File: src/rtl/mips_ctrl_pkg.sv
// Shared opcodes, state encodings, mux-select codes and control word for the multicycle MIPS controller.
// MC_JUMP_EN enables the J instruction; without it opcode 000010 is reported as unsupported.
package mips_ctrl_pkg;

    localparam int OPW = 6;
    localparam int STW = 4;

    localparam logic [OPW-1:0] OP_RTYPE = 6'b000000;
    localparam logic [OPW-1:0] OP_LW    = 6'b100011;
    localparam logic [OPW-1:0] OP_SW    = 6'b101011;
    localparam logic [OPW-1:0] OP_BEQ   = 6'b000100;
    localparam logic [OPW-1:0] OP_ADDI  = 6'b001000;
    localparam logic [OPW-1:0] OP_J     = 6'b000010;

    typedef enum logic [STW-1:0] {
        ST_FETCH  = 4'd0,
        ST_DECODE = 4'd1,
        ST_MEMADR = 4'd2,
        ST_MEMRD  = 4'd3,
        ST_MEMWB  = 4'd4,
        ST_MEMWR  = 4'd5,
        ST_EXEC   = 4'd6,
        ST_RWB    = 4'd7,
        ST_BRANCH = 4'd8,
        ST_ADDIEX = 4'd9,
        ST_ADDIWB = 4'd10,
        ST_JUMP   = 4'd11
    } state_t;

    localparam logic [1:0] SRCB_B      = 2'b00;
    localparam logic [1:0] SRCB_FOUR   = 2'b01;
    localparam logic [1:0] SRCB_IMM    = 2'b10;
    localparam logic [1:0] SRCB_BRANCH = 2'b11;

    localparam logic [1:0] ALUOP_ADD   = 2'b00;
    localparam logic [1:0] ALUOP_SUB   = 2'b01;
    localparam logic [1:0] ALUOP_FUNCT = 2'b10;

    localparam logic [1:0] PCSRC_ALU    = 2'b00;
    localparam logic [1:0] PCSRC_ALUOUT = 2'b01;
    localparam logic [1:0] PCSRC_JUMP   = 2'b10;

    typedef struct packed {
        logic       pc_write;
        logic       pc_write_cond;
        logic       i_or_d;
        logic       mem_read;
        logic       mem_write;
        logic       ir_write;
        logic       mem_to_reg;
        logic       reg_dst;
        logic       reg_write;
        logic       alu_src_a;
        logic [1:0] alu_src_b;
        logic [1:0] alu_op;
        logic [1:0] pc_source;
        logic       illegal_op;
    } ctrl_t;

    function automatic logic op_supported(input logic [OPW-1:0] op);
        case (op)
            OP_RTYPE, OP_LW, OP_SW, OP_BEQ, OP_ADDI: return 1'b1;
`ifdef MC_JUMP_EN
            OP_J:    return 1'b1;
`else
            OP_J:    return 1'b0;
`endif
            default: return 1'b0;
        endcase
    endfunction

endpackage

File: src/rtl/multicycle_control_if.sv
// Controller <-> datapath bundle: opcode/mem_ready in, all mux selects, enables and debug state out.
// master = controller side, slave = datapath/bench side.
interface multicycle_control_if;
    import mips_ctrl_pkg::*;

    logic [OPW-1:0] opcode;
    logic           mem_ready;
    logic           pc_write;
    logic           pc_write_cond;
    logic           i_or_d;
    logic           mem_read;
    logic           mem_write;
    logic           ir_write;
    logic           mem_to_reg;
    logic           reg_dst;
    logic           reg_write;
    logic           alu_src_a;
    logic [1:0]     alu_src_b;
    logic [1:0]     alu_op;
    logic [1:0]     pc_source;
    logic           illegal_op;
    logic [STW-1:0] state;

    // mem_ready is a completion strobe: an access request stays asserted until it is seen high.
    modport master (
        input  opcode, mem_ready,
        output pc_write, pc_write_cond, i_or_d, mem_read, mem_write, ir_write,
               mem_to_reg, reg_dst, reg_write, alu_src_a, alu_src_b, alu_op,
               pc_source, illegal_op, state
    );

    modport slave (
        output opcode, mem_ready,
        input  pc_write, pc_write_cond, i_or_d, mem_read, mem_write, ir_write,
               mem_to_reg, reg_dst, reg_write, alu_src_a, alu_src_b, alu_op,
               pc_source, illegal_op, state
    );

endinterface

File: src/rtl/mc_ctrl_decode.sv
// Combinational state -> control word decoder (Moore outputs; mem_ready only gates FETCH updates).
// The JUMP control word exists only when MC_JUMP_EN is defined.
module mc_ctrl_decode
    import mips_ctrl_pkg::*;
(
    input  state_t         state,
    input  logic [OPW-1:0] opcode,
    input  logic           mem_ready,
    output ctrl_t          ctrl
);

    always_comb begin
        ctrl = '0;
        case (state)
            ST_FETCH: begin
                ctrl.mem_read  = 1'b1;
                ctrl.alu_src_b = SRCB_FOUR;
                ctrl.alu_op    = ALUOP_ADD;
                ctrl.pc_source = PCSRC_ALU;
                ctrl.ir_write  = mem_ready;
                ctrl.pc_write  = mem_ready;
            end
            ST_DECODE: begin
                ctrl.alu_src_b  = SRCB_BRANCH;
                ctrl.alu_op     = ALUOP_ADD;
                ctrl.illegal_op = !op_supported(opcode);
            end
            ST_MEMADR, ST_ADDIEX: begin
                ctrl.alu_src_a = 1'b1;
                ctrl.alu_src_b = SRCB_IMM;
                ctrl.alu_op    = ALUOP_ADD;
            end
            ST_MEMRD: begin
                ctrl.mem_read = 1'b1;
                ctrl.i_or_d   = 1'b1;
            end
            ST_MEMWB: begin
                ctrl.reg_write  = 1'b1;
                ctrl.mem_to_reg = 1'b1;
            end
            ST_MEMWR: begin
                ctrl.mem_write = 1'b1;
                ctrl.i_or_d    = 1'b1;
            end
            ST_EXEC: begin
                ctrl.alu_src_a = 1'b1;
                ctrl.alu_src_b = SRCB_B;
                ctrl.alu_op    = ALUOP_FUNCT;
            end
            ST_RWB: begin
                ctrl.reg_write = 1'b1;
                ctrl.reg_dst   = 1'b1;
            end
            ST_BRANCH: begin
                ctrl.alu_src_a     = 1'b1;
                ctrl.alu_src_b     = SRCB_B;
                ctrl.alu_op        = ALUOP_SUB;
                ctrl.pc_write_cond = 1'b1;
                ctrl.pc_source     = PCSRC_ALUOUT;
            end
            ST_ADDIWB: begin
                ctrl.reg_write = 1'b1;
            end
`ifdef MC_JUMP_EN
            ST_JUMP: begin
                ctrl.pc_write  = 1'b1;
                ctrl.pc_source = PCSRC_JUMP;
            end
`endif
            default: ctrl = '0;
        endcase
    end

endmodule

File: src/rtl/multicycle_control.sv
// Multicycle MIPS controller: state register and next-state logic; control word from mc_ctrl_decode.
// Define MC_JUMP_EN to add the J instruction (DECODE -> JUMP -> FETCH).
module multicycle_control
    import mips_ctrl_pkg::*;
(
    input logic                  clk,
    input logic                  reset,
    multicycle_control_if.master bus
);

    state_t state_q;
    state_t state_d;
    ctrl_t  ctrl;
    ctrl_t  ctrl_o;

    mc_ctrl_decode u_decode (
        .state     (state_q),
        .opcode    (bus.opcode),
        .mem_ready (bus.mem_ready),
        .ctrl      (ctrl)
    );

    // IR only changes in FETCH, so opcode is stable wherever it is sampled here.
    always_comb begin
        state_d = ST_FETCH;
        case (state_q)
            ST_FETCH:  state_d = bus.mem_ready ? ST_DECODE : ST_FETCH;
            ST_DECODE: begin
                case (bus.opcode)
                    OP_LW, OP_SW: state_d = ST_MEMADR;
                    OP_RTYPE:     state_d = ST_EXEC;
                    OP_BEQ:       state_d = ST_BRANCH;
                    OP_ADDI:      state_d = ST_ADDIEX;
`ifdef MC_JUMP_EN
                    OP_J:         state_d = ST_JUMP;
`endif
                    default:      state_d = ST_FETCH;
                endcase
            end
            ST_MEMADR: begin
                if (bus.opcode == OP_LW)      state_d = ST_MEMRD;
                else if (bus.opcode == OP_SW) state_d = ST_MEMWR;
                else                          state_d = ST_FETCH;
            end
            ST_MEMRD:  state_d = bus.mem_ready ? ST_MEMWB : ST_MEMRD;
            ST_MEMWR:  state_d = bus.mem_ready ? ST_FETCH : ST_MEMWR;
            ST_EXEC:   state_d = ST_RWB;
            ST_ADDIEX: state_d = ST_ADDIWB;
            default:   state_d = ST_FETCH;
        endcase
    end

    always_ff @(posedge clk) begin
        if (reset) state_q <= ST_FETCH;
        else       state_q <= state_d;
    end

    // While reset is high nothing may be enabled, even if the register still holds a mid-stall state.
    assign ctrl_o = reset ? '0 : ctrl;

    assign bus.pc_write      = ctrl_o.pc_write;
    assign bus.pc_write_cond = ctrl_o.pc_write_cond;
    assign bus.i_or_d        = ctrl_o.i_or_d;
    assign bus.mem_read      = ctrl_o.mem_read;
    assign bus.mem_write     = ctrl_o.mem_write;
    assign bus.ir_write      = ctrl_o.ir_write;
    assign bus.mem_to_reg    = ctrl_o.mem_to_reg;
    assign bus.reg_dst       = ctrl_o.reg_dst;
    assign bus.reg_write     = ctrl_o.reg_write;
    assign bus.alu_src_a     = ctrl_o.alu_src_a;
    assign bus.alu_src_b     = ctrl_o.alu_src_b;
    assign bus.alu_op        = ctrl_o.alu_op;
    assign bus.pc_source     = ctrl_o.pc_source;
    assign bus.illegal_op    = ctrl_o.illegal_op;
    assign bus.state         = reset ? '0 : state_q;

endmodule
File: src/flat_wrapper.sv
// flat-port wrapper written by rule: the top's interface ports become plain ports
module multicycle_control_flat import mips_ctrl_pkg::*;
  (clk, reset, bus_opcode, bus_mem_ready, bus_pc_write, bus_pc_write_cond, bus_i_or_d, bus_mem_read, bus_mem_write, bus_ir_write, bus_mem_to_reg, bus_reg_dst, bus_reg_write, bus_alu_src_a, bus_alu_src_b, bus_alu_op, bus_pc_source, bus_illegal_op, bus_state);
  multicycle_control_if bus_i ();
  input logic clk;
  input logic reset;
  input wire logic [$bits(bus_i.opcode)-1:0] bus_opcode;
  input wire logic [$bits(bus_i.mem_ready)-1:0] bus_mem_ready;
  output wire logic [$bits(bus_i.pc_write)-1:0] bus_pc_write;
  output wire logic [$bits(bus_i.pc_write_cond)-1:0] bus_pc_write_cond;
  output wire logic [$bits(bus_i.i_or_d)-1:0] bus_i_or_d;
  output wire logic [$bits(bus_i.mem_read)-1:0] bus_mem_read;
  output wire logic [$bits(bus_i.mem_write)-1:0] bus_mem_write;
  output wire logic [$bits(bus_i.ir_write)-1:0] bus_ir_write;
  output wire logic [$bits(bus_i.mem_to_reg)-1:0] bus_mem_to_reg;
  output wire logic [$bits(bus_i.reg_dst)-1:0] bus_reg_dst;
  output wire logic [$bits(bus_i.reg_write)-1:0] bus_reg_write;
  output wire logic [$bits(bus_i.alu_src_a)-1:0] bus_alu_src_a;
  output wire logic [$bits(bus_i.alu_src_b)-1:0] bus_alu_src_b;
  output wire logic [$bits(bus_i.alu_op)-1:0] bus_alu_op;
  output wire logic [$bits(bus_i.pc_source)-1:0] bus_pc_source;
  output wire logic [$bits(bus_i.illegal_op)-1:0] bus_illegal_op;
  output wire logic [$bits(bus_i.state)-1:0] bus_state;
  assign bus_i.opcode = bus_opcode;
  assign bus_i.mem_ready = bus_mem_ready;
  assign bus_pc_write = bus_i.pc_write;
  assign bus_pc_write_cond = bus_i.pc_write_cond;
  assign bus_i_or_d = bus_i.i_or_d;
  assign bus_mem_read = bus_i.mem_read;
  assign bus_mem_write = bus_i.mem_write;
  assign bus_ir_write = bus_i.ir_write;
  assign bus_mem_to_reg = bus_i.mem_to_reg;
  assign bus_reg_dst = bus_i.reg_dst;
  assign bus_reg_write = bus_i.reg_write;
  assign bus_alu_src_a = bus_i.alu_src_a;
  assign bus_alu_src_b = bus_i.alu_src_b;
  assign bus_alu_op = bus_i.alu_op;
  assign bus_pc_source = bus_i.pc_source;
  assign bus_illegal_op = bus_i.illegal_op;
  assign bus_state = bus_i.state;
  multicycle_control u_core (.clk(clk), .reset(reset), .bus(bus_i));
endmodule
File: config.mk
export PLATFORM = sky130hd
export DESIGN_NAME = multicycle_control_flat
export DESIGN_NICKNAME = d
export VERILOG_FILES = /design/src/rtl/mips_ctrl_pkg.sv /design/src/rtl/multicycle_control_if.sv /design/src/rtl/mc_ctrl_decode.sv /design/src/rtl/multicycle_control.sv /design/src/flat_wrapper.sv
export SDC_FILE = /design/constraint.sdc
export NUM_CORES = 1
export LEC_CHECK = 0
export ABC_AREA = 1
export CAP_MARGIN = 30
export CORE_MARGIN = 2
export CORE_UTILIZATION = 38
export DETAILED_ROUTE_END_ITERATION = 10
export PLACE_DENSITY = 0.78
export SLEW_MARGIN = 30
export SYNTH_ARGS = -nofsm -noshare
export SYNTH_HDL_FRONTEND = slang
export SYNTH_SLANG_ARGS = --single-unit
File: constraint.sdc
create_clock -name clk -period 1.4 [get_ports clk]
set_input_delay 0.14 -clock clk [delete_from_list [all_inputs] [get_ports clk]]
set_output_delay 0.14 -clock clk [all_outputs]
set_load 0.03 [all_outputs]
# After elaboration in Yosys (flattened, before gate mapping)
# Index checks and enable logic that the tools add are counted.
classes:
  n_mux: 23
  n_reduce_logical: 10
  n_eq_ne: 14
op_table:
  columns: ["op", "count"]
  rows:
  - ["$pmux 4 s7", 1]
  - ["$pmux 4 s5", 1]
  - ["$mux 17", 1]
  - ["$eq 4x3->1 const B", 4]
  - ["$pmux 4 s4", 1]
  - ["$mux 1", 14]
  - ["$eq 4x4->1 const B", 3]
  - ["$eq 6x6->1 const B", 2]
  - ["$mux 3", 3]
  - ["$eq 4x2->1 const B", 2]
  - ["$mux 4", 2]
  - ["$reduce_or 2->1", 4]
  - ["$eq 6x3->1 const B", 1]
  - ["$eq 6x4->1 const B", 1]
  - ["$logic_not 6->1", 1]
  - ["$reduce_or 5->1", 1]
  - ["$eq 4x1->1 const B", 1]
  - ["$logic_not 4->1", 1]
  - ["$reduce_or 4->1", 1]
  - ["$reduce_or 3->1", 1]
  - ["$logic_not 1->1", 1]
totals:
  out_inout_bits: 21
  inputBits: 9
  reg_bits: 4

# Longest topological paths before layout
depth:
  ltp_word: 7
  depth_mapped: 9
  ltp_nobuf: 9

# By module
# From an unflattened synthesis, not the netlist that was laid out.
unflattened:
  hier_cells: 163
  hier_area_um2: 772.0
modules_own_cells:
  columns: ["mod", "area_each_um2", "n_inst", "cells_per_inst"]
  rows:
  - ["multicycle_control", 550.5, 1, 120]
  - ["mc_ctrl_decode", 221.5, 1, 43]

# Worst setup path after synthesis
# OpenSTA, ideal clock, no wires.
synth_timing:
  path_kind: "register to output"
  startpoint: "register u_core.state_q[3]"
  endpoint: "output port bus_pc_write"
  n_path_buf: 1
  path_stages_with_launch: 5
  t_arrival_ns: 1.356
  path_slack_ns: -0.096
  cell_sequence: "dfxtp_1 -> nor2_4 -> nand2_1 -> nor2_1 -> buf_4"
synth_via:
  elab_chain_cells: 3
synth_lines:
  columns: ["element", "line_no", "text"]
  rows:
  - ["start: declaration", "multicycle_control.sv:11", "state_t state_q;"]
  - ["start signal: assignment", "multicycle_control.sv:55", "else state_q <= state_d;"]
  - ["$logic_not 4->1", "mc_ctrl_decode.sv:14", "case (state)"]
  - ["$mux 1", "mc_ctrl_decode.sv:14", null]
  - ["$mux 17", "multicycle_control.sv:59", "assign ctrl_o = reset ? '0 : ctrl;"]
  - ["end: declaration", "flat_wrapper.sv:9", "output wire logic [$bits(bus_i.pc_write)-1:0] bus_pc_write;"]
# No other way between the ends.

# Worst setup path after layout
layout_timing:
  startpoint: "input port bus_opcode[1]"
  endpoint: "output port bus_illegal_op"
layout_via:
  elab_chain_cells: 7
layout_lines:
  columns: ["element", "line_no", "text"]
  rows:
  - ["start: declaration", "flat_wrapper.sv:7", "input wire logic [$bits(bus_i.opcode)-1:0] bus_opcode;"]
  - ["$eq 6x3->1 (tied with other cells)", "mips_ctrl_pkg.sv:61", "case (op)"]
  - ["$reduce_or 5->1 (*)", "mips_ctrl_pkg.sv:61", null]
  - ["$mux 1 (*)", "mips_ctrl_pkg.sv:61", null]
  - ["$mux 1 (*)", "mc_ctrl_decode.sv:14", null]
  - ["$logic_not 1->1 (*)", "mc_ctrl_decode.sv:26", "ctrl.illegal_op = !op_supported(opcode);"]
  - ["$mux 1 (*)", "mc_ctrl_decode.sv:14", null]
  - ["$mux 17 (*)", "multicycle_control.sv:59", null]
  - ["end: declaration", "flat_wrapper.sv:22", "output wire logic [$bits(bus_i.illegal_op)-1:0] bus_illegal_op;"]
# Every way passes the cells marked *; elsewhere a longest branch is shown, timed or not. The select of a mux whose other input is x is not followed.

==> impl_metrics.toml <==
[timing]
period_share_pct = 103
finClkSkew_ns = 0.00292
hold_viol = 0
period_needed_ns = 1.44
fmax_ghz = 0.693
tns_ns = -0.0847
rsz0062_at_grt = "true"
drv_slew = 0
setup_viol = 3
worst_slack_ns = -0.0434

[worst_setup_path]
crit_required_ns = 1.26
cp_max_fo = 2
worstPathArrival_ns = 1.30
crit_type = "input pin to output port"
critPathLaunchType = "input pin"
endpoint_kind = "output port"

[floorplan]
initial_core_util_pct = 42.0
die-area_um2 = 1820
die_w_um = 42.6
rows = 13
core_area_um2 = 1350
top_level_ports = 30
die_y_um = 42.6

[logic_synthesis]
synth_flop_cell = "dfxtp_1"
synth_edf_count = 0
ys_seq_area_share_pct = 14.1
async_reset_ff_share_pct = 0
syn_inst = 113
synth_fa_ha_area_share_pct = 0
synth-simple-area-share_pct = 57.8
yosys.area.top_type = "nor2_1"
syn_area_um2 = 567
synth.avg_cell_area_um2 = 5.02
synthTopCellsByArea = "nor2_1 (22%), dfxtp_1 (14%), nand2_1 (13%)"
syn_nets = 122
synthTopCellsByCount = "nor2_1 (33), nand2_1 (20), inv_1 (14)"
ys_ff_latch = 4
synthXorXnorAreaFrac_pct = 0
yosysMostFrequentCell = "nor2_1"
synth_cell_type_count = 22
synth_mux_area_share_pct = 0
synth_top_family_by_area = "simple AND/OR/NAND/NOR gates"
ys_warn_count = 0
synth_compound_area_share_pct = 8.61
synth_top_area_share_pct = 21.9

[placement]
dpl.hpwl_um = 1280
place_area_um2 = 857
port_buffers = 28
place_congestion = 0.790

[clocking]
cts_sinks = 4
cts_buffer_depth = 2
path_clk_slew_ns = 0.03
root_buffer = "clkbuf_4"
htreeDepth = 1
postCtsHoldBufs = 0
insertion_delay_ns = 0.23
tritoncts = "yes"
numCtsBuffers = 3

[global_route]
antenna_found_initial = 0
grt_overflow = 0
first_global_vias = 738
grt_usage_pct = 20.6
grt_start_max_net_pins = 10
grt_pass1_wl_um = 2930

[pwr]
pwr-share-comb_pct = 40.9
internal_power_w = 0.000282
p_sw_share_pct = 34.6
p_switching_w = 0.000149
worst_ir_drop_vdd_mv = 0.370
power_frac_seq_pct = 27.0
p_leak_nw = 0.580
clkPwrFrac_pct = 32.1
power.density_nw_per_um2 = 403

[status]
violations = "negative setup slack"
status = "complete, but fails checks"

[drt]
wl_um = 2070
final_antenna_net_count = 0
vias = 869
drc_errors = 0
drtIter0Drc = 32
dr.pass1.iters = 4
post_drt_wl_per_cell_um = 12.0
via_per_inst = 5.02

[final_layout]
fillers = 100
area_delta_synth_final_pct = 88.7
multi_input_area_um2 = 463
largest_reg_flops = 4
regMostFlops = "u_core.state_q"
diodes = 0
largestRegisters = "u_core.state_q (4)"
ff_latch_area_um2 = 95.1
drive_gt1_share_pct = 49.4
nets = 169
postLayoutCellArea_um2 = 1070

[job]
drv_cap = 0

[worst_hold_path]
hp-class = "input pin to flop"
==> stage by stage <==
stage | instances | hold WS [ns] | power, W | utilization [%] | setup slack (ns)
after floorplan | 113 | 0.393 | 0.000204 | - | 0.0230
after global placement | 160 | 0.630 | 0.000262 | 63.5 | -0.0210
after detailed placement | 160 | 0.630 | 0.000264 | 63.5 | -0.0491
after CTS | 169 | 0.538 | 0.000414 | 71.0 | -0.00774
after global routing | 173 | 0.605 | 0.000459 | 79.2 | -0.106
final | 173 | 0.541 | 0.000432 | 79.2 | -0.0434
==> placed cells by master (no fill, tap or decap) <==
cell type / count
dlymetal6s2s_1: 2
nand2_2: 3
nand2_1: 19
dlygate4sd2_1: 2
a31oi_1: 2
clkinv_1: 1
nor2_4: 7
nor2_2: 5
nand2_4: 2
a21oi_1: 2
nor3_1: 1
nand3_2: 4
inv_1: 11
buf_6: 4
nand3_1: 5
buf_4: 35
nor2_1: 27
o21ai_1: 2
inv_4: 2
o22ai_1: 1
dfxtp_4: 4
o21ai_2: 1
inv_2: 6
clkbuf_4: 3
and2_4: 1
a21oi_2: 1
clkdlybuf4s50_1: 4
conb_1: 1
==> power by group through the flow <==
stage / clock (W) / sequential [W] / combinational (W)
floorplan: 0 / 0.000121 / 0.0000825
global placement: 0 / 0.000122 / 0.000140
detailed placement: 0 / 0.000122 / 0.000142
CTS: 0.000144 / 0.000119 / 0.000151
global route: 0.000153 / 0.000116 / 0.000190
finish: 0.000139 / 0.000116 / 0.000176
==> layout make-up <==
| cell class | count | area share, % |
|---|---|---|
| tap | 15 | 1.75 |
| timing repair buffer | 47 | 36.5 |
| clock buffer | 3 | 2.11 |
| multi-input combinational | 84 | 43.3 |
| sequential | 4 | 8.89 |
| inverter | 20 | 7.49 |
==> final timing paths <==
| kind | startpoint | end | slack, ns | cells past startpoint |
|---|---|---|---|---|
| min | bus_opcode[5] | u_core.state_q[0] | 0.54 | 8 |
| max | bus_opcode[1] | bus_illegal_op | -0.04 | 8 |
| max reg2reg | u_core.state_q[3] | u_core.state_q[0] | 0.15 | 9 |
| min reg2reg | u_core.state_q[2] | u_core.state_q[3] | 0.58 | 3 |
==> per-layer routing <==
metal  GRT usage, %  vias to the layer above  part of all wire [%]
met5              0                        -                     0
met4           8.13                        0                   1.8
met3           3.02                        6                   7.9
met2           36.7                       54                    52
met1           24.1                      376                    39
li1               -                      433                     -
==> cell families after synthesis <==
| group | after synthesis |
|---|---|
| DFF | 4 |
| and+or+nand+nor | 74 |
| buffers and inverters | 25 |
| AOI/OAI and AO/OA | 9 |
| other | 1 |
==> what timing repair did <==
action / 4_1_cts / 5_1_grt
endpoints found under the setup margin: 6 / 11
gates resized for setup: 17 / 24
pin swaps: 4 / 8
setup buffers: 6 / 4
==> worst max-delay path, cell delays in order <==
cell and delay (ns):
clkdlybuf4s50_1 0.50, buf_4 0.13, nand2_1 0.04, inv_1 0.10
nand3_2 0.10, nand3_2 0.09, nor2_1 0.05, buf_4 0.16
Power figures use the tool's default switching activity.
